**src/rtl/trapez_peak_sampler_pkg.sv**
```systemverilog
// Shared widths, FSM state encoding and the pulse-height event record for
// the trapezoidal peak sampler.
package package_settings;

  localparam int SIZE_SHAPER_DATA = 16;
  localparam int SIZE_TIMESTAMP   = 32;
  localparam int SIZE_PHA_CNT     = 12;
  localparam int SIZE_LOST_CNT    = 16;

  typedef enum logic [1:0] {
    IDLE    = 2'd0,
    WINDOW  = 2'd1,
    TAIL    = 2'd2,
    HOLDOFF = 2'd3
  } pha_state_t;

  typedef struct packed {
    logic signed [SIZE_SHAPER_DATA-1:0] height;
    logic [SIZE_TIMESTAMP-1:0]          timestamp;
    logic                               pileup;
  } pha_event_t;

endpackage

```
**src/rtl/trapez_peak_sampler_if.sv**
```systemverilog
// Valid/ready event channel from the peak sampler to the histogram/readout stage.
interface trapez_peak_sampler_if;
  import package_settings::*;

  logic                               event_valid;
  logic                               event_ready;
  logic signed [SIZE_SHAPER_DATA-1:0] event_height;
  logic [SIZE_TIMESTAMP-1:0]          event_timestamp;
  logic                               event_pileup;

  modport master (
    output event_valid,
    output event_height,
    output event_timestamp,
    output event_pileup,
    input  event_ready
  );

  modport slave (
    input  event_valid,
    input  event_height,
    input  event_timestamp,
    input  event_pileup,
    output event_ready
  );

endinterface

```
**src/rtl/trapez_peak_sampler_pha_event_reg.sv**
```systemverilog
// One-deep output register for pulse-height events: loads when empty or being
// drained, otherwise drops the offer and bumps a saturating lost counter.
module pha_event_reg
  import package_settings::*;
(
  input  logic                     clk,
  input  logic                     reset,
  input  logic                     offer_i,
  input  pha_event_t               cand_i,
  input  logic                     pile_i,
  input  logic                     ready_i,
  output logic                     valid_o,
  output pha_event_t               event_o,
  output logic [SIZE_LOST_CNT-1:0] lost_o
);

  logic                     valid_q, valid_d;
  logic                     own_q, own_d;
  pha_event_t               event_q, event_d;
  logic [SIZE_LOST_CNT-1:0] lost_q, lost_d;

  // own_q marks that the held event belongs to the pulse whose tail is still
  // being watched, so a late pile-up may still be folded into it.
  always_comb begin
    valid_d = valid_q;
    own_d   = own_q;
    event_d = event_q;
    lost_d  = lost_q;
    if (offer_i) begin
      if (!valid_q || ready_i) begin
        event_d        = cand_i;
        event_d.pileup = cand_i.pileup | pile_i;
        valid_d        = 1'b1;
        own_d          = 1'b1;
      end else begin
        own_d = 1'b0;
        if (lost_q != '1) begin
          lost_d = lost_q + 1'b1;
        end
      end
    end else if (valid_q && ready_i) begin
      valid_d = 1'b0;
      own_d   = 1'b0;
    end else if (pile_i && own_q && valid_q) begin
      event_d.pileup = 1'b1;
    end
  end

  always_ff @(posedge clk) begin
    if (!reset) begin
      valid_q <= 1'b0;
      own_q   <= 1'b0;
      event_q <= '0;
      lost_q  <= '0;
    end else begin
      valid_q <= valid_d;
      own_q   <= own_d;
      event_q <= event_d;
      lost_q  <= lost_d;
    end
  end

  assign valid_o = valid_q;
  assign event_o = event_q;
  assign lost_o  = lost_q;

endmodule

```
**src/rtl/trapez_peak_sampler.sv**
```systemverilog
// Threshold-triggered peak sampler for trapezoidal shaper output: tracks the
// flat-top maximum, watches the tail for pile-up and issues one event per pulse.
module trapez_peak_sampler
  import package_settings::*;
(
  input  logic                               clk,
  input  logic                               reset,
  input  logic signed [SIZE_SHAPER_DATA-1:0] shaper_data,
  input  logic                               enable,
  input  logic signed [SIZE_SHAPER_DATA-1:0] threshold,
  input  logic [SIZE_PHA_CNT-1:0]            flat_top_delay,
  input  logic [SIZE_PHA_CNT-1:0]            holdoff,
  trapez_peak_sampler_if.master              evt,
  output logic                               busy,
  output logic [SIZE_LOST_CNT-1:0]           lost_count
);

  pha_state_t                         state_q, state_d;
  logic [SIZE_PHA_CNT-1:0]            cnt_q, cnt_d;
  logic signed [SIZE_SHAPER_DATA-1:0] max_q, max_d;
  logic signed [SIZE_SHAPER_DATA-1:0] thr_q, thr_d;
  logic [SIZE_TIMESTAMP-1:0]          ts_q;
  logic [SIZE_TIMESTAMP-1:0]          ts_lat_q, ts_lat_d;
  logic                               offer_q, offer_d;
  pha_event_t                         cand_q, cand_d;
  logic signed [SIZE_SHAPER_DATA-1:0] window_max;
  logic                               pile;
  pha_event_t                         evt_out;

  always_comb begin
    state_d    = state_q;
    cnt_d      = cnt_q;
    max_d      = max_q;
    thr_d      = thr_q;
    ts_lat_d   = ts_lat_q;
    offer_d    = 1'b0;
    cand_d     = cand_q;
    pile       = 1'b0;
    window_max = (shaper_data > max_q) ? shaper_data : max_q;
    unique case (state_q)
      IDLE: begin
        if (enable && (shaper_data > threshold)) begin
          ts_lat_d = ts_q;
          max_d    = shaper_data;
          thr_d    = threshold;
          // The crossing sample is the first of the flat_top_delay+1 window samples.
          if (flat_top_delay == '0) begin
            offer_d          = 1'b1;
            cand_d.height    = shaper_data;
            cand_d.timestamp = ts_q;
            cand_d.pileup    = 1'b0;
            state_d          = TAIL;
          end else begin
            cnt_d   = flat_top_delay - SIZE_PHA_CNT'(1);
            state_d = WINDOW;
          end
        end
      end
      WINDOW: begin
        if (!enable) begin
          state_d = IDLE;
        end else begin
          max_d = window_max;
          if (cnt_q == '0) begin
            offer_d          = 1'b1;
            cand_d.height    = window_max;
            cand_d.timestamp = ts_lat_q;
            cand_d.pileup    = 1'b0;
            state_d          = TAIL;
          end else begin
            cnt_d = cnt_q - SIZE_PHA_CNT'(1);
          end
        end
      end
      TAIL: begin
        if (!enable) begin
          state_d = IDLE;
        end else begin
          pile = (shaper_data > max_q);
          if (shaper_data <= thr_q) begin
            if (holdoff == '0) begin
              state_d = IDLE;
            end else begin
              cnt_d   = holdoff;
              state_d = HOLDOFF;
            end
          end
        end
      end
      HOLDOFF: begin
        // Exactly holdoff dead cycles before crossings are honoured again.
        cnt_d = cnt_q - SIZE_PHA_CNT'(1);
        if (!enable || (cnt_q == SIZE_PHA_CNT'(1))) begin
          state_d = IDLE;
        end
      end
      default: state_d = IDLE;
    endcase
  end

  always_ff @(posedge clk) begin
    if (!reset) begin
      state_q  <= IDLE;
      cnt_q    <= '0;
      max_q    <= '0;
      thr_q    <= '0;
      ts_q     <= '0;
      ts_lat_q <= '0;
      offer_q  <= 1'b0;
      cand_q   <= '0;
    end else begin
      state_q  <= state_d;
      cnt_q    <= cnt_d;
      max_q    <= max_d;
      thr_q    <= thr_d;
      ts_q     <= ts_q + 1'b1;
      ts_lat_q <= ts_lat_d;
      offer_q  <= offer_d;
      cand_q   <= cand_d;
    end
  end

  pha_event_reg u_event_reg (
    .clk     (clk),
    .reset   (reset),
    .offer_i (offer_q),
    .cand_i  (cand_q),
    .pile_i  (pile),
    .ready_i (evt.event_ready),
    .valid_o (evt.event_valid),
    .event_o (evt_out),
    .lost_o  (lost_count)
  );

  assign evt.event_height    = evt_out.height;
  assign evt.event_timestamp = evt_out.timestamp;
  assign evt.event_pileup    = evt_out.pileup;
  assign busy                = (state_q != IDLE);

endmodule

```
**src/flat_wrapper.sv**
```systemverilog
// flat-port wrapper written by rule: the top's interface ports become plain ports
module trapez_peak_sampler_flat import package_settings::*;
  (clk, reset, shaper_data, enable, threshold, flat_top_delay, holdoff, busy, lost_count, evt_event_valid, evt_event_height, evt_event_timestamp, evt_event_pileup, evt_event_ready);
  trapez_peak_sampler_if evt_i ();
  input  logic clk;
  input  logic reset;
  input  logic signed [SIZE_SHAPER_DATA-1:0] shaper_data;
  input  logic enable;
  input  logic signed [SIZE_SHAPER_DATA-1:0] threshold;
  input  logic [SIZE_PHA_CNT-1:0] flat_top_delay;
  input  logic [SIZE_PHA_CNT-1:0] holdoff;
  output logic busy;
  output logic [SIZE_LOST_CNT-1:0] lost_count;
  output wire logic [$bits(evt_i.event_valid)-1:0] evt_event_valid;
  output wire logic [$bits(evt_i.event_height)-1:0] evt_event_height;
  output wire logic [$bits(evt_i.event_timestamp)-1:0] evt_event_timestamp;
  output wire logic [$bits(evt_i.event_pileup)-1:0] evt_event_pileup;
  input wire logic [$bits(evt_i.event_ready)-1:0] evt_event_ready;
  assign evt_event_valid = evt_i.event_valid;
  assign evt_event_height = evt_i.event_height;
  assign evt_event_timestamp = evt_i.event_timestamp;
  assign evt_event_pileup = evt_i.event_pileup;
  assign evt_i.event_ready = evt_event_ready;
  trapez_peak_sampler u_core (.clk(clk), .reset(reset), .shaper_data(shaper_data), .enable(enable), .threshold(threshold), .flat_top_delay(flat_top_delay), .holdoff(holdoff), .evt(evt_i), .busy(busy), .lost_count(lost_count));
endmodule
```
**config.mk**
```make
export PLATFORM = sky130hd
export DESIGN_NAME = trapez_peak_sampler_flat
export DESIGN_NICKNAME = d
export VERILOG_FILES = /design/src/rtl/trapez_peak_sampler_pkg.sv /design/src/rtl/trapez_peak_sampler_if.sv /design/src/rtl/trapez_peak_sampler_pha_event_reg.sv /design/src/rtl/trapez_peak_sampler.sv /design/src/flat_wrapper.sv
export SDC_FILE = /design/constraint.sdc
export NUM_CORES = 1
export LEC_CHECK = 0
export CAP_MARGIN = 20
export CELL_PAD_IN_SITES_DETAIL_PLACEMENT = 1
export CELL_PAD_IN_SITES_GLOBAL_PLACEMENT = 2
export CORE_ASPECT_RATIO = 1.5
export CORE_UTILIZATION = 37
export DETAILED_ROUTE_END_ITERATION = 10
export GPL_TIMING_DRIVEN = 0
export HOLD_SLACK_MARGIN = 0.03
export PLACE_DENSITY = 0.95
export SKIP_LAST_GASP = 1
export SYNTH_ARGS = -nofsm -noshare
export SYNTH_HDL_FRONTEND = slang
export SYNTH_HIERARCHICAL = 1
export SYNTH_SLANG_ARGS = --single-unit
```
**constraint.sdc**
```tcl
create_clock -name clk -period 5.6 [get_ports clk]
set_clock_uncertainty 0.15 [all_clocks]
set_input_delay 0.84 -clock clk [delete_from_list [all_inputs] [get_ports clk]]
set_output_delay 0.84 -clock clk [all_outputs]
set_load 0.01 [all_outputs]
```
======== Yosys cells after proc, flatten, opt, wreduce, memory -nomap -nowiden ========
Cells that the tools add are included.
cells by class
  $add $sub $neg .......................... 4
  magnitude comparators ................... 3
  eq/ne operators ......................... 19
  muxes and demuxes ....................... 42
  bitwise operators ....................... 2
  reduce and logical (&&, ||, !) cells .... 25
operators by type and width
  kind                                                   count
  2-to-1 mux 49 bit                                      4
  case mux 49 bit (2 select lines)                       1
  2-to-1 mux 12 bit                                      7
  2-to-1 mux 16 bit                                      3
  case mux 12 bit (4 select lines)                       1
  logical NOT 12 bit                                     3
  adder 32 x 1 -> 32 bit, second input constant          1
  > comparator 16 bit                                    2
  case mux 16 bit (2 select lines)                       1
  subtractor 12 x 1 -> 12 bit, second input constant     2
  adder 16 x 1 -> 16 bit, second input constant          1
  <= comparator 16 bit                                   1
  2-to-1 mux 2 bit                                       8
  inequality test 16 bit, second input constant          1
  2-to-1 mux 1 bit                                       15
  equality test 12 x 1 -> 1 bit, second input constant   1
  inequality test 2 x 1 -> 1 bit, second input constant  6
  inequality test 2 bit, second input constant           6
  AND reduction 3 bit                                    3
  case mux 2 bit (4 select lines)                        1
  nonzero test 2 bit                                     4
  AND reduction 7 bit                                    1
  inequality test 3 x 2 -> 1 bit, second input constant  2
  AND reduction 2 bit                                    3
  other kinds (11)                                       17
storage, ports and cells
  register bits after elaboration ......... 227
  input bits .............................. 60
  output and inout bits ................... 67
  word-level logic and storage cells ...... 111

======== Depth between registers and ports, before layout ========
  depth after elaboration ................. 8
  gate-level depth with buffers ........... 11
  depth with buffers taken out ............ 10

======== Modules after synthesis ========
Netlist, hierarchy kept.
modules (own cells, without submodules)
  module               instances  cells an instance  area each (um2)  sequential area each (um2)
  trapez_peak_sampler  1          998                8491.9           3183.1
  pha_event_reg        1          324                2615.0           1341.3

======== Worst setup path after synthesis ========
No wires, ideal clock.
  path type ............................... input to register
  start point ............................. in threshold[15]
  end point ............................... reg u_core/cand_q[39] (netlist bit)
  library setup time ...................... 0.122 ns
  arrival ................................. 2.866 ns
  data required time ...................... 5.328 ns
  path slack .............................. 2.463 ns
  cell stages on the path ................. 11
  buffers on the path ..................... 2
  cell sequence ........................... inv_1 > ha_1 > nand4_1 > nor4_1 > o21ai_0 > nand4_1 > nand4b_1 > o22ai_1 > buf_2 > buf_2 > a21oi_1
between the ends
  longest elaborated chain between the ends .. 4
RTL lines
  item                                      line                        text
  start: declaration                        flat_wrapper.sv:9           input logic signed [SIZE_SHAPER_DATA-1:0] threshold;
  > comparator 16 bit                       trapez_peak_sampler.sv:42   if (enable && (shaper_data > threshold)) begin
  logical AND 1 bit                         trapez_peak_sampler.sv:42
  inequality test 2 x 1 -> 1 bit (no line)  --
  AND reduction 5 bit (no line)             --
  end signal: assignment                    trapez_peak_sampler.sv:119  cand_q <= cand_d;
  end: declaration                          trapez_peak_sampler.sv:25   pha_event_t cand_q, cand_d;
Every way passes these cells.
A chain may end at the register's enable or synchronous reset.

======== Worst setup path after layout ========
  start point ............................. in shaper_data[14]
  end point ............................... reg u_core/cand_q[42] (netlist bit)
between the ends
  longest elaborated chain between the ends .. 5
  elaborated cells between the ends (all ways) .. 9
  classes of those cells .................. 2 x order compare; 1 x eq/ne; 4 x mux; 2 x reduce/logical
RTL lines
  item                              line                       text
  start: declaration                flat_wrapper.sv:7          input logic signed [SIZE_SHAPER_DATA-1:0] shaper_data;
  > comparator 16 bit               trapez_peak_sampler.sv:39  window_max = (shaper_data > max_q) ? shaper_data : max_q;
  2-to-1 mux 16 bit                 trapez_peak_sampler.sv:39
  2-to-1 mux 49 bit                 trapez_peak_sampler.sv:64  if (cnt_q == '0) begin
  2-to-1 mux 49 bit                 trapez_peak_sampler.sv:60  if (!enable) begin
  case mux 49 bit (2 select lines)  trapez_peak_sampler.sv:40  unique case (state_q)
Parallel ways exist; a longest one is shown, timed or not. The select of a mux whose other input is x is not followed.

==> results.md <==
* Run status: complete, no violations
* Setup violation total in the final timing report at 0
* Fin crit period at 4281 ps
* Max Cap Violations at 0
* Fin crit share at 76.45%
* Worst Setup End Kind: flip-flop
* DR vias/cell at 5.343
* Origin of the critical flop-to-flop path: u_core/thr_q[15]
* Worst-skew pair later-pin latency at 520 ps
* Pre-Repair DR Iteration Count at 4
* Crit start category: input pin
* Slew HR at 42.00%
* Antenna cells at 0
* DP HPWL at 26.00 mm
* Final hold vios at 0
* Number of global-route vias before repair at 10,810
* Depth of the most critical reg-to-reg path at 9
* Post_cts resized at 0
* Comb power frac at 19.4%
* Flop pwr share at 42.5%
* CTS H-tree depth at 1
* Critical path arrival at 4530 ps
* Synth cell types at 73
* R2R Setup Slk at 2270 ps
* CP startpoint: shaper_data[14]
* Placed insts at 1,843
* Synth Net Count at 1,435
* Cell count after synthesis at 1,322
* Initial antenna violation count at 0
* Critical path required time at 5850 ps
* Cell internal pwr at 0.002914 W
* CTS Hold Bufs at 0
* Leakage at 5.011 nW
* Primary FF master, synth: dfxtp_1
* Least-Margin Pin Slew at 864.8 ps
* Pre-CTS WS at 746.1 ps
* Die span in y at 214.2 µm
* Switch share at 29.24%
* Slew Viols, Final at 0
* Clk pwr share at 38.1%
* Fmax at 233.6 MHz
* Peak VDD IR at 0.1514 mV
* First-pass GRT wire length at 55.18 mm
* Die Width at 143.5 µm
* Die Area at 30,730 µm²
* Total grt overflow at 0
* TritonCTS sink count at 226
* Largest net degree at the start of global routing at 15
* Reg-to-reg endpoint: u_core/cnt_q[7]
* CTS Buffer Depth at 3
* RSZ-0062 raised after global routing: false
* Register bit total from synthesis at 226
* Residual DRC at 0
* Non-filler cells, final at 1,883
* Post-synth ARST share at 0%
* Root Driver: clkbuf_16
* Setup tns final at 0 ps
* Most frequent cells in the layout: nand2_1 (255), dfxtp_1 (226), nor2_1 (130)
* WL/cell at 17.93 µm
* Vias at 10,060
* CP endpoint: u_core/cand_q[42]
* Nets at 1,586
* CTS Buf Count at 23
* Commonest non-fill, non-tap cell in the layout: nand2_1
* Post-route ant nets at 0
* IO Port Bufs at 126
* Power density over the cells at 302.4 nW/µm²
* PnR worst setup slack at 1319 ps
* Switching Power at 0.001204 W
* Sequential area share after synthesis at 40.73%
* Pwr Total at 0.004119 W
* CORE AREA at 29,480 µm²
* CTS tree: built
* Avg Cell Area, Syn at 8.402 µm²
* Number of enable flip-flop cells after synthesis at 0
* Aggregate routed wire length at 33.76 mm
* Crit Path Max Fanout at 10
* DRT iter0 DRCs at 384
* Site Rows at 77
* Gpl congestion at 0.9153
* Worst-path clk slew at 60 ps
* Gr usage total at 22.51%
* Min-Delay Path Class: reg2reg
* # Post-CTS Setup Buffers at 0
* Syn Std Cell Area at 11,110 µm²
* Effective utilization at floorplan at 37.68%
* Kind of critical path: in2reg
* Ys Warns at 6
* Layout area overhead at 22.64%
* Min-Delay Path Depth at 2
* I/O pin cnt at 127
* Share of layout cells above drive strength 1 at 6.250%
-- sequential cells by signal, indices dropped and copies added, names as in the netlist --
name / cells
u_core/ts_lat_q: 32
u_core/u_event_reg/own_q: 1
u_core/cand_q: 48
u_core/offer_q: 1
u_core/ts_q: 32
u_core/max_q: 16
u_core/state_q: 2
u_core/thr_q: 16
u_core/u_event_reg/event_o: 49
u_core/cnt_q: 12
u_core/u_event_reg/lost_o: 16
u_core/u_event_reg/valid_o: 1
-- power groups by stage --
stage / Sequential [W] / Clock, W / Combinational [W]
global route: 0.00176 / 0.00167 / 0.000886
global placement: 0.00178 / 0 / 0.000776
detailed placement: 0.00178 / 0 / 0.000796
finish: 0.00175 / 0.00157 / 0.000801
CTS: 0.00175 / 0.00160 / 0.000802
floorplan: 0.00177 / 0 / 0.000545
-- cells by family after synthesis --
kind of cell | Yosys count | synth area share (%)
fa+ha+maj | 53 | 5.971
mux | 92 | 8.302
buf+inv | 131 | 5.092
simple gates | 532 | 21.84
compound gates | 251 | 15.19
other cells | 1 | 0.03376
xor+xnor | 36 | 2.839
flops | 226 | 40.73
-- layout make-up --
cell class / instances / area [µm²]
plain buffers: 73 / 347.8
inverters: 58 / 217.7
well taps: 395 / 494.2
fillers: 3556 / 15860
clock buffers: 31 / 655.6
flip-flops and latches: 226 / 4524
repair buffers: 126 / 1261
clock inverters: 9 / 103.9
multi-input cells: 965 / 6017
-- through the flow --
stage	instance area [µm²]	hold WS, ps	utilization [%]
2_1_floorplan	11110	276.1	-
3_3_place_gp	12860	287.3	43.63
3_5_place_dp	12860	297.5	43.63
4_1_cts	13620	306.9	46.21
5_1_grt	13620	314.9	46.21
6_report	13620	301.5	46.21
-- critical path, cell delays in order --
cell and delay (ps):
clkdlybuf4s50_1 570, ha_1 390, nand4_1 180, nor4_1 560, o21ai_0 200, nand4_1 260
nand4b_1 350, o22ai_1 480, buf_2 330, buf_2 270, a21oi_1 100
-- worst min-delay path by stage --
| stage | startpoint | endpoint | slack (ps) |
|---|---|---|---|
| 4_1_cts | u_core/cand_q[33] | u_core/u_event_reg/event_o[33] | 310 |
| 6_report | u_core/cand_q[29] | u_core/u_event_reg/event_o[29] | 300 |
| 2_1_floorplan | u_core/cand_q[44] | u_core/u_event_reg/event_o[44] | 280 |
| 3_5_place_dp | u_core/cand_q[48] | u_core/u_event_reg/event_o[48] | 300 |
| 5_1_grt | u_core/cand_q[30] | u_core/u_event_reg/event_o[30] | 310 |
| 3_3_place_gp | u_core/cand_q[30] | u_core/u_event_reg/event_o[30] | 290 |
-- layer usage --
metal / routed length [µm] / GRT usage [%]
met5: 0 / 0
met2: 18290 / 43.64
met4: 978 / 7.837
met3: 1184 / 2.724
met1: 13300 / 24.35
-- synth_stat cells (5+ instances only) --
library cell	n	share of area, %
nand2_1	255	8.6
clkbuf_1	49	1.7
mux2i_1	91	8.2
xor2_1	21	1.7
nand4_1	19	1.1
dfxtp_1	226	41
o31ai_1	11	0.74
o22ai_1	6	0.34
or2_2	5	0.28
a311oi_1	19	1.5
ha_1	53	6.0
nor4_1	15	0.84
and2_1	10	0.56
nor2_1	130	4.4
nand2b_1	12	0.68
nand3_1	19	0.86
inv_1	57	1.9
or3_1	14	0.79
a311oi_2	13	1.8
a31oi_1	8	0.45
and3_1	9	0.51
xnor2_1	15	1.2
nor3_1	13	0.59
a21oi_1	108	4.9
buf_2	12	0.54
o21ai_0	45	2.0
a32o_1	6	0.54
or4_1	8	0.54
(Power assumes the default switching activity.)
